$ cat src/rtl/fpu_pkg.sv
// rtl/fpu_pkg.sv - shared IEEE754 field, class and opcode definitions for the FPU datapath
package fpu_pkg;

  localparam int SIGN_B = 31;
  localparam int EXP_HI = 30;
  localparam int EXP_LO = 23;
  localparam int MANT_W = 23;
  localparam int BIAS   = 127;

  localparam logic [31:0] INT_MAX = 32'h7FFF_FFFF;
  localparam logic [31:0] INT_MIN = 32'h8000_0000;

  localparam logic [2:0] CLS_NORM = 3'd0;
  localparam logic [2:0] CLS_ZERO = 3'd1;
  localparam logic [2:0] CLS_TINY = 3'd2;
  localparam logic [2:0] CLS_INF  = 3'd3;
  localparam logic [2:0] CLS_NAN  = 3'd4;

  localparam logic [2:0] ADD = 3'b000;
  localparam logic [2:0] SUB = 3'b001;
  localparam logic [2:0] F2I = 3'b010;

  // Stage-1 result: unbiased exponent is signed so TINY/NORM compares stay simple.
  typedef struct packed {
    logic              sign;
    logic              rnd;
    logic [2:0]        cls;
    logic signed [8:0] e;
    logic [23:0]       sig;
  } f2i_s1_t;

endpackage

$ cat src/rtl/f2i_align.sv
// rtl/f2i_align.sv - combinational barrel shifter aligning the significand to a 32-bit integer
module f2i_align
  import fpu_pkg::*;
(
  input  logic [23:0]       i_sig,
  input  logic signed [8:0] i_exp,
  output logic [31:0]       o_int,
  output logic              o_guard,
  output logic              o_sticky,
  output logic              o_ovf,
  output logic              o_min
);

  logic [47:0] w_ext;
  logic [4:0]  w_rsh;
  logic [2:0]  w_lsh;

  always_comb begin
    o_int    = '0;
    o_guard  = 1'b0;
    o_sticky = 1'b0;
    o_ovf    = 1'b0;
    o_min    = 1'b0;
    w_ext    = '0;
    w_rsh    = '0;
    w_lsh    = '0;
    if (i_exp > 9'sd30) begin
      o_ovf = 1'b1;
      o_min = (i_exp == 9'sd31) && (i_sig == 24'h80_0000);
    end else if (i_exp > 9'sd23) begin
      w_lsh = 3'(i_exp - 9'sd23);
      o_int = {8'b0, i_sig} << w_lsh;
    end else begin
      // e=-1 shifts by 24: integer 0, guard is the hidden bit, sticky the mantissa.
      w_rsh    = 5'(9'sd23 - i_exp);
      w_ext    = {i_sig, 24'b0} >> w_rsh;
      o_int    = {8'b0, w_ext[47:24]};
      o_guard  = w_ext[23];
      o_sticky = |w_ext[22:0];
    end
  end

endmodule

$ cat src/rtl/fpu_f2i.sv
// rtl/fpu_f2i.sv - pipelined IEEE754 single to signed 32-bit integer converter
module fpu_f2i
  import fpu_pkg::*;
#(
  parameter int BIAS        = fpu_pkg::BIAS,
  parameter int RNE_DEFAULT = 1
) (
  input  logic        FPUCLK,
  input  logic        RSTN,
  input  logic        IN_VALID,
  output logic        IN_READY,
  input  logic [31:0] A,
  input  logic        ROUND,
  output logic        OUT_VALID,
  input  logic        OUT_READY,
  output logic [31:0] OUT,
  output logic [1:0]  FLAGS
);

  if (RNE_DEFAULT != 0 && RNE_DEFAULT != 1) begin : g_rne_check
    $error("fpu_f2i: RNE_DEFAULT must be 0 or 1");
  end

  logic              w_adv;
  logic              r0_valid, r1_valid, r2_valid, r3_valid;
  logic [31:0]       r0_a;
  logic              r0_round;
  f2i_s1_t           r1;
  f2i_s1_t           w_s1;
  logic [7:0]        w_exp;
  logic [22:0]       w_mant;
  logic signed [8:0] w_e;

  logic [31:0] w_int;
  logic        w_guard, w_sticky, w_ovf, w_min;
  logic        r2_sign, r2_rnd, r2_nz, r2_guard, r2_sticky, r2_ovf, r2_min;
  logic [2:0]  r2_cls;
  logic [31:0] r2_int;

  logic        w_inc;
  logic [32:0] w_sum;
  logic [31:0] w_sat, w_res;
  logic [1:0]  w_flg;
  logic [31:0] r_out;
  logic [1:0]  r_flags;

  assign w_adv     = !r3_valid || OUT_READY;
  assign IN_READY  = w_adv;
  assign OUT_VALID = r3_valid;
  assign OUT       = r_out;
  assign FLAGS     = r_flags;

  // Stage 1: unpack and classify the captured operand.
  assign w_exp  = r0_a[EXP_HI:EXP_LO];
  assign w_mant = r0_a[MANT_W-1:0];
  assign w_e    = $signed({1'b0, w_exp}) - $signed(9'(BIAS));

  always_comb begin
    w_s1.sign = r0_a[SIGN_B];
    w_s1.rnd  = r0_round;
    w_s1.e    = w_e;
    w_s1.sig  = {|w_exp, w_mant};
    w_s1.cls  = CLS_NORM;
    if (w_exp == 8'hFF) begin
      w_s1.cls = (w_mant != '0) ? CLS_NAN : CLS_INF;
    end else if (w_exp == 8'h00) begin
      w_s1.cls = CLS_ZERO;
    end else if (w_e < -9'sd1) begin
      w_s1.cls = CLS_TINY;
    end
  end

  // Stage 2: align.
  f2i_align u_align (
    .i_sig    (r1.sig),
    .i_exp    ($signed(r1.e)),
    .o_int    (w_int),
    .o_guard  (w_guard),
    .o_sticky (w_sticky),
    .o_ovf    (w_ovf),
    .o_min    (w_min)
  );

  // Stage 3: round, apply sign, saturate.
  always_comb begin
    w_inc = r2_rnd & r2_guard & (r2_sticky | r2_int[0]);
    w_sum = {1'b0, r2_int} + {32'b0, w_inc};
    w_sat = r2_sign ? INT_MIN : INT_MAX;
    w_res = '0;
    w_flg = 2'b00;
    case (r2_cls)
      CLS_NAN: begin
        w_res = INT_MAX;
        w_flg = 2'b10;
      end
      CLS_INF: begin
        w_res = w_sat;
        w_flg = 2'b10;
      end
      CLS_ZERO: w_flg = {1'b0, r2_nz};
      CLS_TINY: w_flg = 2'b01;
      default: begin
        if (r2_min && r2_sign) begin
          w_res = INT_MIN;
        end else if (r2_ovf || (w_sum[32:31] != 2'b00)) begin
          w_res = w_sat;
          w_flg = 2'b10;
        end else begin
          w_res = r2_sign ? (32'd0 - w_sum[31:0]) : w_sum[31:0];
          w_flg = {1'b0, r2_guard | r2_sticky};
        end
      end
    endcase
  end

  always_ff @(posedge FPUCLK) begin
    if (w_adv) begin
      r0_a      <= A;
      r0_round  <= ROUND;
      r1        <= w_s1;
      r2_sign   <= r1.sign;
      r2_rnd    <= r1.rnd;
      r2_cls    <= r1.cls;
      r2_nz     <= |r1.sig[22:0];
      r2_int    <= w_int;
      r2_guard  <= w_guard;
      r2_sticky <= w_sticky;
      r2_ovf    <= w_ovf;
      r2_min    <= w_min;
    end
  end

  always_ff @(posedge FPUCLK or negedge RSTN) begin
    if (!RSTN) begin
      r0_valid <= 1'b0;
      r1_valid <= 1'b0;
      r2_valid <= 1'b0;
      r3_valid <= 1'b0;
      r_out    <= '0;
      r_flags  <= '0;
    end else if (w_adv) begin
      r0_valid <= IN_VALID;
      r1_valid <= r0_valid;
      r2_valid <= r1_valid;
      r3_valid <= r2_valid;
      if (r2_valid) begin
        r_out   <= w_res;
        r_flags <= w_flg;
      end
    end
  end

endmodule
$ cat config.mk
export PLATFORM = sky130hd
export DESIGN_NAME = fpu_f2i
export DESIGN_NICKNAME = d
export VERILOG_FILES = /design/src/rtl/fpu_pkg.sv /design/src/rtl/f2i_align.sv /design/src/rtl/fpu_f2i.sv
export SDC_FILE = /design/constraint.sdc
export NUM_CORES = 1
export LEC_CHECK = 0
export ABC_AREA = 1
export CAP_MARGIN = 25
export CORE_MARGIN = 3
export CORE_UTILIZATION = 35
export CTS_CLUSTER_SIZE = 25
export DETAILED_ROUTE_END_ITERATION = 10
export GPL_TIMING_DRIVEN = 0
export PLACE_DENSITY_LB_ADDON = 0.12
export SLEW_MARGIN = 40
export SYNTH_ARGS = -nofsm -noshare
export SYNTH_HDL_FRONTEND = slang
export SYNTH_SLANG_ARGS = --single-unit
$ cat constraint.sdc
create_clock -name FPUCLK -period 9.2 [get_ports FPUCLK]
set_clock_uncertainty 0.15 [all_clocks]
set_input_delay 0.92 -clock FPUCLK [delete_from_list [all_inputs] [get_ports FPUCLK]]
set_output_delay 0.92 -clock FPUCLK [all_outputs]
set_load 0.02 [all_outputs]
==> impl_metrics.yaml <==
run:
  drv_cap: 0
floorplan:
  die_w_um: 173
  rows: 60
  dieHeight_um: 173
  core_um2: 27200
  initial_core_util: 0.358
  ios: 73
  die_area_um2: 29800
critical_path:
  worstSetupStartpoint: "r1[24]"
  worstReg2RegStart: "r1[24]"
  rr_worst_depth: 13
  reg2reg_slack_ps: 5400
  end_kind: "register"
  rr_endpoint: "r2_int[4]"
  worstPathRequired_ps: 9290
  path_class: "register to register"
  cp.arrival_ps: 3890
  crit_fanout: 10
  startpoint_type: "register"
global_route:
  grt_pass1_wl_um: 47800
  grt_max_degree: 85
  antenna_found_initial: 0
  first_global_vias: 8731
  grt_overflow: 0
  grt_usage: 0.201
worst_hold_path:
  whs_endpoint: "r2_rnd"
  worstHoldStart: "r1[36]"
  hold_class: "register to register"
  holdPathStages: 0
clocking:
  cts_tree: "built"
  clk-insertion-delay-late_ps: 440
  h-tree-depth: 4
  ctsRootBufferMaster: "clkbuf_16"
  cts_resized: 0
  clk_pin_slew_ps: 80
  post_cts_buffers: 0
  cts.sinks: 150
  cts_buffer_depth: 2
  cts-buffers-inserted: 17
  ctsHoldBuffers: 0
logic_synthesis:
  async_flop_share: 0.253
  yosys.area_share.simple: 0.324
  synthTopCellsByArea: "edfxtp_1, nand2_1, dfrtp_1, o21ai_0, nor2_1"
  synth_seq_cells: 150
  synthCells: 1297
  synth-adder-area-share: 0.0116
  yosys_warnings: 0
  synth_seq_area_share: 0.443
  synth_top_family_by_area: "simple AND/OR/NAND/NOR gates"
  synth_compound_area_frac: 0.133
  syn_area_um2: 9730
  postSynthAreaPerCell_um2: 7.50
  syn_nets: 1343
  synth_cell_types: 53
  ys.flop_type: "edfxtp_1"
  synth_edf_count: 112
  synth-xor-area-share: 0.00797
  synthMuxAreaShare: 0.00823
  yosysTopAreaCellShare: 0.346
  synth_top_area_cell: "edfxtp_1"
timing:
  setup_viol: 0
  hold_viol_final: 0
  maxSlewViolCount: 0
  timing.final.crit_share: 0.413
  tightest_slew_ps: 769
  period_needed_ps: 3800
  max_clock_freq_mhz: 263
  fin_tns_setup_ps: 0
  slew_headroom: 0.483
  rsz0062_at_grt: "no"
  timing.final.ws_setup_ps: 5400
placed_design:
  routabilityCongestion: 0.997
  place_ws_ps: 5470
  io_buffers: 72
  post-place-cells: 1742
  post_dp_cell_area_um2: 11000
  place.detailed.hpwl_um: 23700
status:
  outcome: "finished, final reports clean"
power:
  vdd_ir_drop_max_mv: 0.147
  power.leakage_nw: 4.89
  p_per_area_nw_per_um2: 352
drt:
  firstDrtPassIters: 5
  vias: 9151
  drt_iter0_markers: 780
  routedWlPerCell_um: 16.7
  drc: 0
  routed_wl_um: 29600
  ant_nets: 0
  vias_per_cell: 5.16
layout:
  finalNonFillerCells: 1774
  nets: 1435
  drive_gt1_frac: 0.0856
  finish.instance_area_um2: 11500
  synthToLayoutAreaGrowth_pct: 18.5
  antenna_cells: 0
[cell families after synthesis]
| group | Yosys count |
|---|---|
| xor gates and xnor gates | 8 |
| AOI/OAI and AO/OA | 235 |
| DFF | 150 |
| buffers and inverters | 179 |
| adders and majority gates | 9 |
| and+or+nand+nor | 708 |
| muxes | 8 |
[power breakdown]
group | internal [W] | switching (W) | total, W | leakage, nW
sequential | 0.00104 | 0.000186 | 0.00123 | 1.60
combinational | 0.000684 | 0.00144 | 0.00213 | 3.00
clock | 0.000364 | 0.000342 | 0.000707 | 0.291
total | 0.00209 | 0.00197 | 0.00406 | 4.89
[worst max path at each step]
| stage | endpoint | slack (ps) |
|---|---|---|
| finish | r2_int[4] | 5400 |
| global route | r2_int[4] | 5110 |
| CTS | r2_int[4] | 5420 |
| detailed placement | r2_int[4] | 5470 |
| global placement | IN_READY | 2480 |
| floorplan | IN_READY | 4800 |
[registers in the layout, summed over array words and instances (netlist names), 2 cells and up]
| name | cells |
|---|---|
| r2_int | 31 |
| OUT | 32 |
| r2_cls | 3 |
| FLAGS | 2 |
| r1 | 38 |
| r0_a | 32 |
[cell usage after synthesis, types with 12 or more instances]
| master | number |
|---|---|
| o211ai_1 | 13 |
| nand2_1 | 395 |
| clkbuf_1 | 28 |
| nand3_1 | 62 |
| nor3_1 | 14 |
| a21oi_1 | 75 |
| inv_1 | 120 |
| buf_2 | 12 |
| dfrtp_1 | 38 |
| nand2_2 | 19 |
| nor2_2 | 15 |
| o21ai_0 | 106 |
| edfxtp_1 | 112 |
| nand4_1 | 20 |
| nor2_1 | 137 |
[critical path: stages (launching register included)]
cell and delay [ps]:
edfxtp_1 390, clkbuf_1 180, inv_1 140, clkbuf_1 400, clkbuf_1 490, ha_1 300
nand3_1 90, inv_1 50, nor2_1 50, nor2_1 360, inv_2 110, nor2_2 330
inv_1 240, o2111ai_1 310
[layer usage]
layer,track usage,up-vias,share of wire
met1,0.292,4289,0.47
met2,0.315,309,0.44
met5,0,-,0
met4,0.0611,0,0.022
li1,-,4505,-
met3,0.0242,48,0.060
[cell type report]
cell class,count,area (um2)
Sequential cell,150,4310
Tap cell,372,465
Clock buffer,17,425
Timing Repair Buffer,73,746
Inverter,133,507
Clock inverter,15,158
Multi-Input combinational cell,968,4720
Buffer,46,195
Fill cell,2875,15600
[cells in the final DEF, fill, tap and decap left out, drive strengths merged, types with 4 or more instances in the layout]
cell type and instances:
nand2 417, nor2 166, inv 141, o21ai 118, edfxtp 112, a21oi 76
clkdlybuf4s50 71, nand3 65, clkbuf 45, dfrtp 38, nand4 21, buf 20
nor3 15, o211ai 13, nor4 10, nand3b 9, ha 9, mux2i 8
xor2 7, clkinv 7, a31oi 5, o221ai 4
[metrics by stage]
step | util | total power (W) | hold WS (ps)
2_1_floorplan | - | 0.00262 | 250
3_3_place_gp | 0.402 | 0.00336 | 254
3_5_place_dp | 0.403 | 0.00335 | 255
4_1_cts | 0.424 | 0.00406 | 268
5_1_grt | 0.424 | 0.00440 | 283
6_report | 0.424 | 0.00406 | 266
No activity file was read; power rests on OpenSTA's default activity.
